===== src/rtl/fetch_ctrl.sv =====
// fetch_ctrl: instruction-fetch sequencer with single-outstanding imem handshake and redirect squash
module fetch_ctrl #(
    parameter logic [31:0] RESET_PC = 32'h0000_0000
) (
    input  logic        clk,
    input  logic        rst,
    output logic        imem_req,
    output logic [31:0] imem_addr,
    input  logic        imem_ack,
    input  logic [31:0] imem_rdata,
    output logic        if_valid,
    output logic [31:0] if_instr,
    output logic [31:0] if_pc,
    input  logic        id_ready,
    input  logic        redirect,
    input  logic [31:0] redirect_target
);
    typedef enum logic [1:0] {IDLE, REQ, HOLD} state_t;

    state_t      state, state_n;
    logic [31:0] fetch_pc, fetch_pc_n;
    logic [31:0] pending_target, pending_n;
    logic        discard, discard_n;
    logic        if_valid_n;
    logic [31:0] if_instr_n, if_pc_n;
    logic [31:0] tgt;

    assign tgt       = {redirect_target[31:2], 2'b00};
    assign imem_req  = (state == REQ);
    assign imem_addr = fetch_pc;

    // next-state: a redirect seen mid-request is parked until the ack so the address never moves
    always_comb begin
        state_n    = state;
        fetch_pc_n = fetch_pc;
        pending_n  = pending_target;
        discard_n  = discard;
        if_valid_n = if_valid;
        if_instr_n = if_instr;
        if_pc_n    = if_pc;
        case (state)
            IDLE: begin
                state_n    = REQ;
                fetch_pc_n = redirect ? tgt : fetch_pc;
            end
            REQ: begin
                if (imem_ack) begin
                    if (redirect) begin
                        fetch_pc_n = tgt;
                        discard_n  = 1'b0;
                    end else if (discard) begin
                        fetch_pc_n = pending_target;
                        discard_n  = 1'b0;
                    end else begin
                        if_instr_n = imem_rdata;
                        if_pc_n    = fetch_pc;
                        if_valid_n = 1'b1;
                        fetch_pc_n = fetch_pc + 32'd4;
                        state_n    = HOLD;
                    end
                end else if (redirect) begin
                    discard_n = 1'b1;
                    pending_n = tgt;
                end
            end
            HOLD: begin
                if (redirect) begin
                    if_valid_n = 1'b0;
                    fetch_pc_n = tgt;
                    state_n    = REQ;
                end else if (id_ready) begin
                    if_valid_n = 1'b0;
                    state_n    = REQ;
                end
            end
            default: state_n = IDLE;
        endcase
    end

    // state and output registers; reset abandons any outstanding fetch
    always_ff @(posedge clk or negedge rst) begin
        if (!rst) begin
            state          <= IDLE;
            fetch_pc       <= RESET_PC;
            pending_target <= 32'h0;
            discard        <= 1'b0;
            if_valid       <= 1'b0;
            if_instr       <= 32'h0;
            if_pc          <= 32'h0;
        end else begin
            state          <= state_n;
            fetch_pc       <= fetch_pc_n;
            pending_target <= pending_n;
            discard        <= discard_n;
            if_valid       <= if_valid_n;
            if_instr       <= if_instr_n;
            if_pc          <= if_pc_n;
        end
    end
endmodule


===== config.mk =====
export PLATFORM = sky130hd
export DESIGN_NAME = fetch_ctrl
export DESIGN_NICKNAME = d
export VERILOG_FILES = /design/src/rtl/fetch_ctrl.sv
export SDC_FILE = /design/constraint.sdc
export NUM_CORES = 1
export LEC_CHECK = 0
export CAP_MARGIN = 40
export CORE_ASPECT_RATIO = 1.75
export CORE_MARGIN = 4
export CORE_UTILIZATION = 38
export CTS_CLUSTER_DIAMETER = 40
export DETAILED_ROUTE_END_ITERATION = 7
export PLACE_DENSITY = 0.71
export SKIP_CTS_REPAIR_TIMING = 1
export SLEW_MARGIN = 20
export SYNTH_ARGS = -nofsm -noshare
export SYNTH_HDL_FRONTEND = slang
export SYNTH_SLANG_ARGS = --single-unit

===== constraint.sdc =====
create_clock -name clk -period 3.3 [get_ports clk]
set_input_delay 0.495 -clock clk [delete_from_list [all_inputs] [get_ports clk]]
set_output_delay 0.495 -clock clk [all_outputs]
set_load 0.02 [all_outputs]

==> results of run 1 <==
[cell families (layout without fill, tap and decap cells)]
group / after synthesis / in the layout / synth area share [%]
AOI/OAI and AO/OA: 110 / 110 / 11.6
xor gates and xnor gates: 13 / 13 / 1.90
adders and majority gates: 5 / 5 / 1.04
buffers and inverters: 43 / 212 / 3.11
DFF: 126 / 126 / 52.6
muxes: 97 / 97 / 18.1
other: 1 / 5 / 0.0625
and+or+nand+nor: 132 / 132 / 11.6
[per-stage QoR]
step / instances / utilization [%] / hold WS [ps]
floorplan: 530 / - / 199
global placement: 851 / 50.5 / 478
detailed placement: 852 / 50.6 / 405
CTS: 884 / 54.8 / -40.6
global route: 886 / 54.9 / 512
finish: 886 / 54.9 / 503
[state kept, by name, summed over array words and instances (netlist names)]
register	flops
if_valid	1
pending_target	30
discard	1
imem_addr	30
if_pc	30
if_instr	32
state	2
[report_power, final]
part           switching (W)  internal (W)  leakage [nW]
clock network       0.000702       0.00131         0.314
registers           0.000685       0.00232          1.53
logic                0.00213       0.00204          1.70
[Yosys cell counts (all sizes together), types with 5 or more instances]
master / n
nand3: 25
mux2: 92
buf: 14
a211oi: 8
mux2i: 5
a21oi: 36
and3: 10
nor3: 5
clkbuf: 22
nand2: 43
xor2: 9
ha: 5
dfrtp: 126
o21ai: 27
nor2: 22
o211ai: 5
nand4: 9
inv: 7
[placed cells by master (no fill, tap or decap), types with 4 or more instances in the layout]
cell type	count
mux2i_1	5
conb_1	4
clkbuf_16	17
o211ai_1	5
xnor2_1	4
inv_1	7
nor2_1	21
buf_4	10
a21oi_1	36
o21ai_0	27
bufinv_16	4
mux2_2	92
nand3_1	24
a211oi_1	8
a31oi_1	4
clkdlybuf4s50_1	159
and3_1	9
nand4_1	8
ha_1	5
nand2_1	43
xor2_1	9
dfrtp_1	126
[worst max-delay path, delay by kind of cell (launching register included)]
kind | cells | cell delay (ps)
buffers and inverters | 1 | 660
DFF | 1 | 490
adders and majority gates | 1 | 330
[metal layers]
layer,routed length (µm),up-vias,GRT usage (%)
met5,0,-,0
met2,9040,191,33.2
met4,618,0,9.08
li1,-,2250,-
met3,982,42,4.50
met1,6010,2462,20.1
[how the worst max path moves through the flow]
| stage | from | end | slack (ps) | cells after the start |
|---|---|---|---|---|
| floorplan | state[1] | imem_addr[2] | 1150 | 7 |
| global placement | redirect | imem_addr[16] | 740 | 6 |
| detailed placement | redirect | imem_addr[16] | 680 | 6 |
| CTS | state[0] | imem_req | 910 | 2 |
| global route | imem_addr[2] | imem_addr[28] | 780 | 6 |
| finish | state[0] | imem_req | 920 | 2 |
[final cells by class]
class                           count  area share [%]
Multi-Input combinational cell    361            31.8
Sequential cell                   126            37.2
Antenna cell                        1          0.0295
Tap cell                          186            2.74
Clock inverter                     13            2.20
Inverter                            7           0.310
Clock buffer                       19            5.34
Timing Repair Buffer              173            20.5
==> key figures, run 1 <==
Outcome
  – Status: finished clean

CTS
  – CTS max path bufs: 2
  – CTS tree: yes
  – CTS Buf Count: 17
  – CTS sink count: 126
  – Root Buffer: clkbuf_16
  – Clock transition at the registers of the reported paths: 60 ps
  – # H-tree levels: 4
  – Clk Latency, worst-skew pair: 410 ps

Route
  – ANT nets after route: 0
  – Average wire per standard cell: 18.8 µm
  – Final WL: 16600 µm
  – Iter 0 DRT Violations: 211
  – DRT Pass-1 Iters: 4
  – Via density: ~5.6
  – Drt drc: 0
  – Via count: 4945

Critical path
  – Reg2Reg Depth: 7
  – RR Startpoint: state[0]
  – Crit path max fanout: 7
  – CP arrival: 1880 ps
  – Worst Path Required: 2800 ps
  – Worst Setup Path Type: flop to output port
  – Crit start category: flop
  – Worst path slowest cell: clkdlybuf4s50_1
  – Crit end category: output port
  – R2r endpoint: imem_addr[16]
  – Slowest stage delay, CP: 660 ps
  – Chain of cells forming the critical path: ha_1 > clkdlybuf4s50_1
  – Worst R2R Setup Slack: approximately 950 ps

Min path
  – Hold path start: if_instr[8]
  – Endpoint, Worst Hold: if_instr[8]
  – Hold Crit Depth: 1
  – Min-delay worst type: flop to flop

STA
  – Fmax: 420 MHz
  – Final Cycle Share: 72.1%
  – RSZ-0062 raised after global routing: false
  – Fin crit period: 2380 ps
  – Fin. Hold Viols: 0
  – Final clock skew: 10.0 ps
  – Setup_tns: 0 ps
  – Final setup fails: 0
  – Max-slew violations: 0
  – Slew @ Worst Pin: roughly 630 ps
  – Max transition margin: a little under 60%
  – Final setup margin: 922 ps

Logic synthesis
  – Post-synth EDFFs: 0
  – Syn Std Cell Area: 6000 µm²
  – Sequential area share after synthesis: roughly 53%
  – Synth Area per Inst: 11.4 µm²
  – Synth Flop Type: dfrtp_1
  – Asr flop ratio synth: 100%
  – Synth Register Bits: 126
  – Syn. warnings: 0
  – Post-synth top area cell: dfrtp_1
  – Cell count after synthesis: 527
  – Count of different cell masters after synthesis: 55
  – Top cell type's share of synthesized area: 52.6%
  – Synth area leaders: dfrtp_1, mux2_2, a21oi_1, nand2_1, o21ai_0

Floorplan
  – Ports: around 170
  – Row cnt: 60
  – Initial core utilization: between 30% and 40%
  – Core ar.: approximately 15000 µm²
  – Chip width: a little over 100 µm
  – Die H: between 150 and 200 µm
  – Die area: 17900 µm²

Global route
  – GRT Total Usage: 18.7%
  – Grt ovf: 0
  – Initial antenna violation count: 1
  – Largest net degree at the start of global routing: 84
  – Vias in the first global route: 5219
  – First-pass GRT wire length: around 26000 µm

Pwr
  – Pwr Density: 1080 nW/µm²
  – Leakage: 3.54 nW
  – Worst vdd ir: 0.422 mV
  – Total power: 0.00919 W

Layout
  – Area Growth Syn to Fin: 41.4%
  – Layout cells sized above 1: 21.0%
  – Final instance area: approximately 8500 µm²
  – Fillers: 1342
  – Reg area: 3150 µm²
  – Total Nets Final: 760
  – Multi-input logic area: 2700 µm²

Placed design
  – Post-detail-place hpwl: 11700 µm
  – Port Buffers: 160
  – Cell Area, Placed: 7830 µm²
  – Gp weighted congestion: 0.829
  – Post-Place Setup Slack: 680 ps

Flow run
  – Max-cap violations: 0
Note: power is estimated with default switching activity, not from simulation.
==> run 2, diff against run 1 <==
Clock period 3.3 ns to 2.3 ns, I/O delays scaled along.
==> run 2 against run 1 <==
Die area did not move. Global-route usage grew 0.31 points. Clock power is 40% higher. Sequential power grew 40%. Core utilization is 0.95 points higher. Flip-flop and latch count unchanged. Clock skew about the same. Cell count up 2.0%. Routed wire length barely moved.
==> key figures, run 2 (synthesis results as in run 1) <==
Layout
  – Fillers: 1356 (was 1342)
  – Fin util: 55.8% (was 54.9%)
  – Area Growth Syn to Fin: 43.9% (was 41.4%)
  – Number of flip-flops in the largest register: 32 (unchanged)
  – Total Nets Final: 779 (was 760)
  – # diodes: 0 (was 1)
  – Layout cells sized above 1: 23.1% (was 21.0%)
  – Commonest non-fill, non-tap cell in the layout: clkdlybuf4s50_1 (unchanged)
  – Commonest non-fill, non-tap cells in the layout: clkdlybuf4s50_1, dfrtp_1, mux2_2 (unchanged)
  – Top reg by flops: if_instr (unchanged)

Floorplan
  – Row cnt: 60 (unchanged)
  – Die H: 174 µm (unchanged)
  – Initial core utilization: 38.8% (unchanged)
  – Die area: 17900 µm² (unchanged)
  – Ports: 167 (unchanged)
  – Core ar.: 15500 µm² (unchanged)
  – Chip width: 103 µm (unchanged)

Critical path
  – Crit end category: flop (was output port)
  – Worst Path Required: 2600 ps (was 2800 ps)
  – Slowest stage delay, CP: 410 ps (was 660 ps)
  – Buffers plus inverters on the worst setup path: 2 (was 1)
  – Crit path max fanout: 10 (was 7)
  – Chain of cells forming the critical path: inv_1 > ha_1 > inv_1 > o221a_2 > nand3_1 > o21ai_0 > a211o_1 (was ha_1 > clkdlybuf4s50_1)
  – CP arrival: 2390 ps (was 1880 ps)
  – Crit path top cell by count: inv_1
  – Crit start category: flop (unchanged)
  – Crit path max-delay family: compound AO/OA/AOI/OAI gates (was buffers and inverters)
  – Worst path slowest cell: o221a_2 (was clkdlybuf4s50_1)
  – Worst Setup Path Type: flop to flop (was flop to output port)

Outcome
  – Status: finished clean (unchanged)

Pwr
  – Leakage: 3.64 nW (was 3.54 nW)
  – Pwr Density: 1540 nW/µm² (was 1080 nW/µm²)
  – Worst vdd ir: 0.598 mV (was 0.422 mV)

STA
  – Max-slew violations: 0 (unchanged)
  – RSZ-0062 raised after global routing: false (unchanged)
  – Slew @ Worst Pin: 490 ps (was 626 ps)
  – Final setup fails: 0 (unchanged)
  – Final Cycle Share: 90.8%
  – Final clock skew: 10.5 ps (was 10.0 ps)
  – Fin. Hold Viols: 0 (unchanged)
  – Max transition margin: 67.1% (was 58.3%)
  – Setup_tns: 0 ps (unchanged)
  – Fmax: 479 MHz
  – Fin crit period: 2090 ps
  – Final setup margin: 212 ps (was 922 ps)

Route
  – Iter 0 DRT Violations: 260 (was 211)
  – Final WL: 16600 µm (about the same)
  – Via count: 5002 (was 4945)
  – DRT Pass-1 Iters: 4 (unchanged)
  – Via density: 5.53 (was 5.58)
  – Drt drc: 0 (unchanged)
  – Average wire per standard cell: 18.4 µm (was 18.8 µm)
  – ANT nets after route: 0 (unchanged)

CTS
  – CTS sink count: 126 (unchanged)
  – CTS Buf Count: 17 (unchanged)
  – CTS tree: yes (unchanged)
  – CTS max path bufs: 2 (unchanged)
  – Root Buffer: clkbuf_16 (unchanged)
  – # H-tree levels: 4 (unchanged)
  – Clk Latency, worst-skew pair: 410 ps (about the same)
  – Clock transition at the registers of the reported paths: 60 ps (about the same)

Global route
  – GRT Total Usage: 19.0% (was 18.7%)
  – First-pass GRT wire length: 26800 µm (was 26300 µm)
  – Grt ovf: 0 (unchanged)
  – Largest net degree at the start of global routing: 63 (was 84)
  – Vias in the first global route: 5274 (was 5219)
  – Initial antenna violation count: 0 (was 1)

Flow run
  – Max-cap violations: 0 (unchanged)

Placed design
  – Post-Place Setup Slack: 137 ps (was 680 ps)
  – Gp weighted congestion: 0.803 (was 0.829)
  – Port Buffers: 160 (unchanged)
  – Post-detail-place hpwl: 11800 µm (was 11700 µm)

Min path
  – Min-delay worst type: input pin to async pin (was flop to flop)
-- run 2: area by class of cell --
cell class	count	area (µm²)	share of cell area, %
Clock inverter	12	159	1.84
Inverter	7	26.3	0.304
Clock buffer	20	467	5.41
Timing Repair Buffer	192	1900	22.0
Multi-Input combinational cell	361	2700	31.2
Tap cell	186	233	2.70
Sequential cell	126	3150	36.5
-- run 2: worst paths after layout --
kind / start / to / slack [ps] / cells past startpoint
worst max-delay path: state[1] / imem_addr[17] / 210 / 7
worst min-delay path: rst / imem_addr[14] / 420 / 2
worst max register to register: state[1] / imem_addr[17] / 210 / 7
worst min register to register: pending_target[15] / pending_target[15] / 500 / 1
max in group asynchronous: rst / if_pc[19] / 1200 / 3
min in group clk: pending_target[15] / pending_target[15] / 500 / 1
-- run 2: power breakdown --
group / switching (W) / total [W] / internal, W
clock: 0.00102 / 0.00282 / 0.00180
combinational: 0.00321 / 0.00631 / 0.00310
sequential: 0.000856 / 0.00419 / 0.00333
total: 0.00508 / 0.0133 / 0.00823
-- run 2: routing by layer --
| metal | vias up | routed length (µm) | track usage (%) |
|---|---|---|---|
| li1 | 2278 | - | - |
| met2 | 175 | 9040 | 33.7 |
| met3 | 34 | 1040 | 4.34 |
| met4 | 0 | 408 | 8.05 |
| met5 | - | 0 | 0 |
| met1 | 2515 | 6150 | 21.2 |
-- run 2: metrics by stage --
step | area, µm² | hold WS (ps) | power [W] | instances
final | 8630 | 418 | 0.0133 | 904
after global routing | 8630 | 451 | 0.0141 | 904
after detailed placement | 7990 | 289 | 0.0105 | 871
after CTS | 8620 | -152 | 0.0134 | 903
after global placement | 7990 | 287 | 0.0103 | 871
after floorplan | 6010 | 49.4 | 0.00759 | 530
-- run 2: worst register-to-register path: cells and delay by family (launching register included) --
| family | cells | cell delay [ps] |
|---|---|---|
| AOI/OAI and AO/OA | 3 | 830 |
| DFF | 1 | 400 |
| buffers and inverters | 2 | 260 |
| adders and majority gates | 1 | 290 |
| and+or+nand+nor | 1 | 190 |
==> run 3, diff against run 2 <==
Settings changed: CAP_MARGIN 40 to 20, SKIP_CTS_REPAIR_TIMING 1 to not set.
==> run 3 against run 2 <==
Register-to-register slack about the same. Routed wire length increased by 0.22%. Worst setup slack improved by 6.6 ps. First-iteration DRC count decreased by 14%. Sequential power about the same. Critical path depth unchanged. Via count decreased by 0.94%. Hold slack improved by 9.0 ps. Sequential share of layout area unchanged. Total power about the same. Die area unchanged. Largest power group unchanged.
==> key figures, run 3 (synthesis results as in run 1) <==
Global route
  – Grt ovf: 0 (unchanged)
  – GRT Total Usage: 19.0% (about the same)
  – First-pass GRT wire length: 26800 µm (about the same)
  – Vias in the first global route: 5287 (was 5274)
  – Initial antenna violation count: 0 (unchanged)
  – Largest net degree at the start of global routing: 63 (unchanged)

STA
  – Final setup fails: 0 (unchanged)
  – Final Cycle Share: 90.5% (was 90.8%)
  – Final clock skew: 7.92 ps (was 10.5 ps)
  – Fin. Hold Viols: 0 (unchanged)
  – Max-slew violations: 0 (unchanged)
  – RSZ-0062 raised after global routing: false (unchanged)
  – Max transition margin: 67.1% (about the same)
  – Fin crit period: 2080 ps (was 2090 ps)
  – Slew @ Worst Pin: 489 ps (was 490 ps)
  – Setup_tns: 0 ps (unchanged)
  – Fmax: 480 MHz (was 479 MHz)

CTS
  – CTS tree: yes (unchanged)
  – Clock transition at the registers of the reported paths: 60 ps (about the same)
  – CTS max path bufs: 2 (unchanged)
  – # H-tree levels: 4 (unchanged)
  – CTS Buf Count: 17 (unchanged)
  – CTS sink count: 126 (unchanged)
  – Root Buffer: clkbuf_16 (unchanged)
  – Clk Latency, worst-skew pair: 410 ps (about the same)

Floorplan
  – Chip width: 103 µm (unchanged)
  – Core ar.: 15500 µm² (unchanged)
  – Row cnt: 60 (unchanged)
  – Initial core utilization: 38.8% (unchanged)
  – Die area: 17900 µm² (unchanged)
  – Ports: 167 (unchanged)
  – Die H: 174 µm (unchanged)

Flow run
  – Max-cap violations: 0 (unchanged)

Critical path
  – Crit path max fanout: 10 (unchanged)
  – Crit end category: flop (unchanged)
  – CP arrival: 2370 ps (was 2390 ps)
  – RR Startpoint: state[1] (unchanged)
  – Worst Path Required: 2590 ps (was 2600 ps)
  – Worst Setup Path Type: flop to flop (unchanged)
  – Worst R2R Setup Slack: 220 ps (was 210 ps)
  – R2r endpoint: imem_addr[17] (unchanged)
  – Crit start category: flop (unchanged)
  – Reg2Reg Depth: 7 (unchanged)

Placed design
  – Placed cell count: 871 (unchanged)
  – Post-detail-place hpwl: 11800 µm (unchanged)
  – Gp weighted congestion: 0.803 (unchanged)
  – Port Buffers: 160 (unchanged)
  – Cell Area, Placed: 7990 µm² (unchanged)

Layout
  – Finished Layout Cells: 904 (unchanged)
  – Area Growth Syn to Fin: 43.9% (unchanged)
  – Total Nets Final: 779 (unchanged)
  – Commonest non-fill, non-tap cell in the layout: clkdlybuf4s50_1 (unchanged)
  – # diodes: 0 (unchanged)
  – Commonest non-fill, non-tap cells in the layout: clkdlybuf4s50_1, dfrtp_1, mux2_2 (unchanged)
  – Layout cells sized above 1: 23.1% (unchanged)
  – Top reg by flops: if_instr (unchanged)
  – Number of flip-flops in the largest register: 32 (unchanged)
  – Final instance area: 8630 µm² (unchanged)

Pwr
  – Pwr Density: 1540 nW/µm² (about the same)
  – Worst vdd ir: 0.598 mV (about the same)
  – Leakage: 3.64 nW (unchanged)

Route
  – Via density: 5.48 (was 5.53)
  – Via count: 4955 (was 5002)
  – Final WL: 16700 µm (was 16600 µm)
  – DRT Pass-1 Iters: 5 (was 4)
  – Drt drc: 0 (unchanged)
  – ANT nets after route: 0 (unchanged)
  – Iter 0 DRT Violations: 224 (was 260)
  – Average wire per standard cell: 18.4 µm (about the same)

Min path
  – Min-delay worst type: input pin to async pin (unchanged)

Outcome
  – Status: finished clean (unchanged)
## run 3: worst max-delay path, cell delays in order, from the launching register on
cell	delay, ps
dfrtp_1	400
inv_1	130
ha_1	290
inv_1	130
o221a_2	410
nand3_1	180
o21ai_0	120
a211o_1	300
## run 3: routing by layer
layer,track usage (%),up-vias,part of all wire (%)
met1,21.0,2453,37
li1,-,2275,-
met2,33.9,188,54
met5,0,-,0
met3,4.34,39,6.3
met4,8.05,0,2.6
## run 3: report_power, final
part / internal (W) / switching [W] / total, W / leakage, nW
Combinational: 0.00310 / 0.00320 / 0.00631 / 1.81
Clock: 0.00180 / 0.00102 / 0.00282 / 0.303
Sequential: 0.00333 / 0.000858 / 0.00419 / 1.53
Total: 0.00823 / 0.00508 / 0.0133 / 3.64
## run 3: metrics by stage
step | util (%) | power (W) | hold slack (ps) | setup slack, ps
final | 55.8 | 0.0133 | 427 | 219
after global routing | 55.8 | 0.0141 | 451 | 96.6
after global placement | 51.7 | 0.0103 | 287 | 171
after detailed placement | 51.7 | 0.0105 | 289 | 137
after floorplan | - | 0.00759 | 49.4 | 153
after CTS | 55.8 | 0.0134 | 444 | 53.9
## run 3: layout make-up
| type | count | area [µm²] |
|---|---|---|
| clock inverters | 12 | 159 |
| flip-flops and latches | 126 | 3150 |
| well taps | 186 | 233 |
| multi-input cells | 361 | 2700 |
| clock buffers | 20 | 467 |
| repair buffers | 192 | 1900 |
| fillers | 1356 | 6830 |
| inverters | 7 | 26.3 |
## run 3: how the worst max path moves through the flow
stage / start / to / slack, ps / cells after the start
4_1_cts: state[1] / imem_req / 50 / 3
3_5_place_dp: redirect / if_instr[7] / 140 / 6
2_1_floorplan: state[1] / imem_addr[2] / 150 / 7
3_3_place_gp: redirect / imem_addr[22] / 170 / 8
5_1_grt: state[1] / imem_addr[23] / 100 / 7
6_report: state[1] / imem_addr[17] / 220 / 7
## run 3: repair_timing
item	CTS	global route
hold buffers	1	0
endpoints found under the hold margin	37	0
setup endpoints to repair	0	1
resized for setup	0	1
buffers inserted	0	0
